**src/rtl/bj_hand_collector.sv**
```systemverilog
// Consumer side of the card-dealer link: pulses request_card_o, samples card_i a
// fixed latency later and keeps a blackjack hand total with soft-ace handling.
module bj_hand_collector #(
  parameter int CARD_LATENCY = 2,
  parameter int MAX_CARDS    = 11,
  parameter int MAX_RETRY    = 3
) (
  input  logic       clk_i,
  input  logic       rst_i,
  input  logic       deal_i,
  input  logic       hit_i,
  input  logic       stand_i,
  input  logic [7:0] card_i,
  output logic       request_card_o,
  output logic [7:0] last_card_o,
  output logic [3:0] card_count_o,
  output logic [4:0] hand_value_o,
  output logic       soft_o,
  output logic       busy_o,
  output logic       ready_o,
  output logic       bust_o,
  output logic       blackjack_o,
  output logic       stood_o,
  output logic       error_o,
  output logic [2:0] state_o
);

  typedef enum logic [2:0] {
    IDLE   = 3'd0,
    REQ    = 3'd1,
    WAIT   = 3'd2,
    ACCEPT = 3'd3,
    READY  = 3'd4,
    BUST   = 3'd5,
    STOOD  = 3'd6,
    ERROR  = 3'd7
  } state_t;

  localparam logic [2:0] LAT_LOAD  = 3'(CARD_LATENCY - 1);
  localparam logic [3:0] CARD_MAX  = 4'(MAX_CARDS);
  localparam logic [3:0] RETRY_LIM = 4'(MAX_RETRY);

  state_t     state;
  state_t     state_nxt;
  logic [2:0] lat_cnt;
  logic [7:0] card_q;
  logic [1:0] pending;
  logic [3:0] retry;
  logic [5:0] hard_sum;
  logic [3:0] ace_count;

  logic       start_hand;
  logic       load_lat;
  logic       sample;
  logic       take_card;
  logic       reject_card;
  logic       hit_go;

  logic [3:0] rank;
  logic [3:0] points;
  logic       card_ok;
  logic [6:0] hard_add;
  logic [5:0] hard_nxt;
  logic [3:0] aces_nxt;
  logic [3:0] count_nxt;
  logic [3:0] retry_nxt;
  logic [1:0] pending_nxt;
  logic       soft_nxt;
  logic [6:0] value_raw;
  logic [4:0] value_nxt;

  // Hand arithmetic for the captured card, as it would look once accepted.
  always_comb begin
    rank        = card_q[3:0];
    card_ok     = (rank != 4'd0) && (rank <= 4'd13);
    points      = (rank >= 4'd10) ? 4'd10 : rank;
    hard_add    = {1'b0, hard_sum} + {3'b000, points};
    hard_nxt    = hard_add[6] ? 6'h3F : hard_add[5:0];
    aces_nxt    = ace_count + {3'b000, (rank == 4'd1)};
    count_nxt   = card_count_o + 4'd1;
    retry_nxt   = retry + 4'd1;
    pending_nxt = pending - 2'd1;
    soft_nxt    = (aces_nxt != 4'd0) && (hard_nxt <= 6'd11);
    value_raw   = {1'b0, hard_nxt} + (soft_nxt ? 7'd10 : 7'd0);
    value_nxt   = (value_raw > 7'd31) ? 5'd31 : value_raw[4:0];
  end

  always_ff @(posedge clk_i or negedge rst_i) begin
    if (!rst_i) begin
      state <= IDLE;
    end else begin
      state <= state_nxt;
    end
  end

  // Control inputs are only looked at in IDLE, READY and the terminal states,
  // so anything pulsed while a request is in flight is simply dropped.
  always_comb begin
    state_nxt      = state;
    start_hand     = 1'b0;
    load_lat       = 1'b0;
    sample         = 1'b0;
    take_card      = 1'b0;
    reject_card    = 1'b0;
    hit_go         = 1'b0;
    request_card_o = 1'b0;
    busy_o         = 1'b0;
    ready_o        = 1'b0;
    bust_o         = 1'b0;
    stood_o        = 1'b0;
    error_o        = 1'b0;
    case (state)
      IDLE: begin
        if (deal_i) begin
          start_hand = 1'b1;
          state_nxt  = REQ;
        end
      end
      REQ: begin
        request_card_o = 1'b1;
        busy_o         = 1'b1;
        load_lat       = 1'b1;
        state_nxt      = WAIT;
      end
      WAIT: begin
        busy_o = 1'b1;
        if (lat_cnt == 3'd0) begin
          sample    = 1'b1;
          state_nxt = ACCEPT;
        end
      end
      ACCEPT: begin
        busy_o = 1'b1;
        if (!card_ok) begin
          reject_card = 1'b1;
          state_nxt   = (retry_nxt >= RETRY_LIM) ? ERROR : REQ;
        end else begin
          take_card = 1'b1;
          if (pending_nxt != 2'd0) begin
            state_nxt = REQ;
          end else if (value_nxt > 5'd21) begin
            state_nxt = BUST;
          end else begin
            state_nxt = READY;
          end
        end
      end
      READY: begin
        ready_o = 1'b1;
        if (deal_i) begin
          start_hand = 1'b1;
          state_nxt  = REQ;
        end else if (stand_i) begin
          state_nxt = STOOD;
        end else if (hit_i && (card_count_o < CARD_MAX)) begin
          hit_go    = 1'b1;
          state_nxt = REQ;
        end
      end
      BUST, STOOD, ERROR: begin
        bust_o  = (state == BUST);
        stood_o = (state == STOOD);
        error_o = (state == ERROR);
        if (deal_i) begin
          start_hand = 1'b1;
          state_nxt  = REQ;
        end
      end
      default: state_nxt = IDLE;
    endcase
  end

  always_ff @(posedge clk_i or negedge rst_i) begin
    if (!rst_i) begin
      lat_cnt      <= 3'd0;
      card_q       <= 8'h00;
      pending      <= 2'd0;
      retry        <= 4'd0;
      hard_sum     <= 6'd0;
      ace_count    <= 4'd0;
      card_count_o <= 4'd0;
      last_card_o  <= 8'h00;
      hand_value_o <= 5'd0;
      soft_o       <= 1'b0;
      blackjack_o  <= 1'b0;
    end else begin
      if (load_lat) begin
        lat_cnt <= LAT_LOAD;
      end else if ((state == WAIT) && (lat_cnt != 3'd0)) begin
        lat_cnt <= lat_cnt - 3'd1;
      end
      if (sample) begin
        card_q <= card_i;
      end
      if (start_hand) begin
        pending      <= 2'd2;
        retry        <= 4'd0;
        hard_sum     <= 6'd0;
        ace_count    <= 4'd0;
        card_count_o <= 4'd0;
        last_card_o  <= 8'h00;
        hand_value_o <= 5'd0;
        soft_o       <= 1'b0;
        blackjack_o  <= 1'b0;
      end else if (take_card) begin
        pending      <= pending_nxt;
        retry        <= 4'd0;
        hard_sum     <= hard_nxt;
        ace_count    <= aces_nxt;
        card_count_o <= count_nxt;
        last_card_o  <= card_q;
        hand_value_o <= value_nxt;
        soft_o       <= soft_nxt;
        if ((count_nxt == 4'd2) && (value_nxt == 5'd21)) begin
          blackjack_o <= 1'b1;
        end
      end else if (reject_card) begin
        retry <= retry_nxt;
      end else if (hit_go) begin
        pending <= 2'd1;
      end
    end
  end

  assign state_o = state;

endmodule

```
**config.mk**
```make
export PLATFORM = sky130hd
export DESIGN_NAME = bj_hand_collector
export DESIGN_NICKNAME = d
export VERILOG_FILES = /design/src/rtl/bj_hand_collector.sv
export SDC_FILE = /design/constraint.sdc
export NUM_CORES = 1
export LEC_CHECK = 0
export CORE_UTILIZATION = 47
export CTS_CLUSTER_DIAMETER = 80
export CTS_CLUSTER_SIZE = 20
export DETAILED_ROUTE_END_ITERATION = 6
export HOLD_SLACK_MARGIN = 0.05
export PLACE_DENSITY = 0.73
export SYNTH_ARGS = -nofsm -noshare
export SYNTH_HDL_FRONTEND = slang
export SYNTH_SLANG_ARGS = --single-unit
```
**constraint.sdc**
```tcl
create_clock -name clk_i -period 4.3 [get_ports clk_i]
set_clock_uncertainty 0.1 [all_clocks]
set_input_delay 1.29 -clock clk_i [delete_from_list [all_inputs] [get_ports clk_i]]
set_output_delay 1.29 -clock clk_i [all_outputs]
set_load 0.03 [all_outputs]
```
==> out/summary.txt <==
H-tree depth -> 2
Critical Path RT -> 4.39 ns
Initial DRC Count -> 98
Drt drc -> 0
Vias in the first global route -> 2235
Dpl hpwl -> 4.46 mm
Clock Tree Buf Depth -> 2
Routed Antenna Nets -> 0
Met1 WL -> 3.01 mm
Post-synth top area share -> 0.422
Setup TNS -> 0 ns
Post-synthesis adder-cell area fraction -> 0.0716
DR WL met3 -> 257 um
# Post-CTS Setup Buffers -> 0
Drt pass-1 iters -> 4
Min-delay worst type -> reg -> reg
Routed Wire Length -> 6.28 mm
Core Region -> 0.00596 mm2
Worst-Skew Late Latency -> 0.31 ns
Synth warn -> 0
Cts bufs inserted -> 5
Worst-path cell chain -> o21ai_0 > and2_1 > ha_1 > fa_2 > a211oi_4 > o21bai_1 > o21a_1 > a2111oi_4 > and2_4 > ha_2 > ha_2 > a21boi_0 > and4_1 > nor2b_1 > a32oi_2 > nor2_1 > a32o_1
Vias -> 2384
Area growth syn-to-layout -> 21.5%
Multiplexer area fraction after synthesis -> 0.0310
VDD IR-drop max -> 440 uV
CP startpoint kind -> flip-flop
Crit path from -> card_q[1]$_DFFE_PN0P_
Io pins -> 41
Number of flops mapped to enable cells by yosys -> 0
Sequential area share after synthesis -> 0.422
Synthesized area -> 0.00290 mm2
Clk slew on worst S/H paths -> 0.11 ns
Compound-Gate Fraction of Synth Area -> 0.180
Routability cong. -> 0.896
Mean Syn Cell Area -> 9.16 um2
Largest net degree at the start of global routing -> 34
Post-CTS Resized -> 0
Die H -> 80.6 um
Cells after Synth -> 317
Port bufs -> 40
Power Density -> 924 mW/mm2
Top post-synthesis cells by area -> dfrtp_1, ha_1, nand2_1
Kind of critical path -> reg -> reg
Number of max-cap violations -> 0
Fin. Hold Viols -> 0
Hold path cells -> 2
Post-synthesis xor/xnor area fraction -> 0.0422
Core Util, Final -> 0.592
Die area -> 0.00649 mm2
Share of layout cells above drive strength 1 -> 0.131
Worst-path fanout max -> 5
Final setup violating endpoints -> 0
Crit path time final -> 3.99 ns
Slowest stage cell on the critical path -> fa_2
RR Startpoint -> card_q[1]$_DFFE_PN0P_
Post-synth ARST share -> 1.00
Slew Limit Fails -> 0
Finished Layout Cells -> 435
Number of core rows -> 28
Die X -> 80.6 um
Yosys reg bits -> 49
Largest family of logic cells by synthesized area -> simple AND/OR/NAND/NOR gates
CTS tree -> yes
Slowest stage delay, CP -> 0.42 ns
Area leader, netlist -> dfrtp_1
Fillers -> 540
Slew @ Worst Pin -> 0.902 ns
Syn Nets -> 346
Gr usage total -> 0.213
Reg2Reg Depth -> 17
Pleak -> 0.00155 uW
Nets -> 388
Cell variety after synth -> 54
Most instantiated library cell after synthesis -> dfrtp_1
Placed Cells -> 427
Slew HR -> 0.398
N_diodes -> 0
Status -> finished clean
Most repeated library cell on the critical path -> ha_2
Synth Area in Simple Gates -> 0.222
Main synth FF type -> dfrtp_1
Initial core utilization -> 0.487
Vias per cell -> 5.48
Maximum clock rate -> 251 MHz
Wirelength per Cell -> 14.4 um
Hold Buf Count CTS -> 0
Worst Path Arrival -> 4.08 ns
Initial antenna violation count -> 0
DR WL met2 -> 2.99 mm
Crit share post-route -> 0.928
Top routing layer used -> met4
CTS sink cnt -> 49
Hold_sp -> card_q[6]$_DFFE_PN0P_
RSZ-0062 raised after global routing -> false
First-pass GRT wire length -> 10.7 mm
Gr ovfl total -> 0
Kind of end point of the critical path -> flip-flop
Root buf cell -> clkbuf_8
List of most frequent post-synthesis cells -> dfrtp_1, nand2_1, nor2_1
[per-layer routing]
layer / global-route usage / up-vias
li1: - / 1202
met3: 0.0398 / 2
met2: 0.343 / 52
met4: 0.0589 / 0
met5: 0 / -
met1: 0.290 / 1128
[sequential cells by signal (all words and copies together) (netlist names)]
| name | count |
|---|---|
| hand_value_o | 5 |
| last_card_o | 8 |
| lat_cnt | 3 |
| hard_sum | 6 |
| state_o | 3 |
| card_q | 8 |
| soft_o | 1 |
| retry | 4 |
| ace_count | 4 |
| pending | 2 |
| blackjack_o | 1 |
| card_count_o | 4 |
[kinds of logic (layout without fill, tap and decap cells)]
| kind of cell | Yosys count | count (layout) |
|---|---|---|
| AND/OR/NAND/NOR | 135 | 135 |
| AO/OA/AOI/OAI | 71 | 71 |
| multiplexers | 8 | 8 |
| XOR/XNOR | 14 | 14 |
| buffers and inverters | 24 | 67 |
| flip-flops | 49 | 49 |
| adder cells (fa/ha/maj) | 16 | 16 |
[where the power goes]
| part | internal [uW] | total (uW) | switching, uW |
|---|---|---|---|
| clock | 121 | 296 | 175 |
| sequential | 657 | 831 | 174 |
| combinational | 887 | 2130 | 1240 |
| total | 1670 | 3260 | 1590 |
[worst paths after layout]
kind	endpoint	slack [ns]
max in group asynchronous	last_card_o[0]$_DFFE_PN0N_	2.48
hold / removal	last_card_o[6]$_DFFE_PN0N_	0.37
setup / recovery	blackjack_o$_DFFE_PN0P_	0.31
min in group asynchronous	retry[1]$_DFFE_PN0P_	0.88
setup reg to reg	blackjack_o$_DFFE_PN0P_	0.31
hold reg to reg	last_card_o[6]$_DFFE_PN0N_	0.37
[cells in the final DEF (no fill, tap or decap), drive strengths merged, types with 5 or more instances in the layout]
| master | count |
|---|---|
| dfrtp | 49 |
| nand2 | 48 |
| clkdlybuf4s50 | 39 |
| nor2 | 30 |
| o21ai | 28 |
| nand3 | 22 |
| ha | 15 |
| inv | 14 |
| a21oi | 12 |
| buf | 9 |
| xnor2 | 8 |
| mux2 | 8 |
| nor3 | 7 |
| xor2 | 6 |
| clkbuf | 5 |
[cell type report]
type                            count  area, um2  share of cell area
Multi-Input combinational cell    244       1610               0.458
Sequential cell                    49       1230               0.348
Timing Repair Buffer               48        455               0.129
Tap cell                           75       93.8              0.0266
Clock buffer                        5       68.8              0.0195
Inverter                           11       41.3              0.0117
Clock inverter                      3       26.3             0.00745
[through the flow]
stage / hold slack (ns) / cell area, um2 / power [uW] / setup WS (ns)
after detailed placement: 0.356 / 3410 / 2930 / 0.108
after CTS: 0.377 / 3500 / 3240 / 0.0474
final: 0.372 / 3530 / 3260 / 0.310
after floorplan: 0.333 / 2900 / 2320 / 0.179
after global routing: 0.414 / 3530 / 3540 / 0.0286
after global placement: 0.342 / 3410 / 2910 / 0.235
[worst max-delay path: cells and delay by family (launching register included)]
kind	cells	cell delay, ns
adder cells (fa/ha/maj)	4	1.06
AND/OR/NAND/NOR	5	0.78
AO/OA/AOI/OAI	8	1.58
flip-flops	1	0.36
No activity file was read; power rests on OpenSTA's default activity.
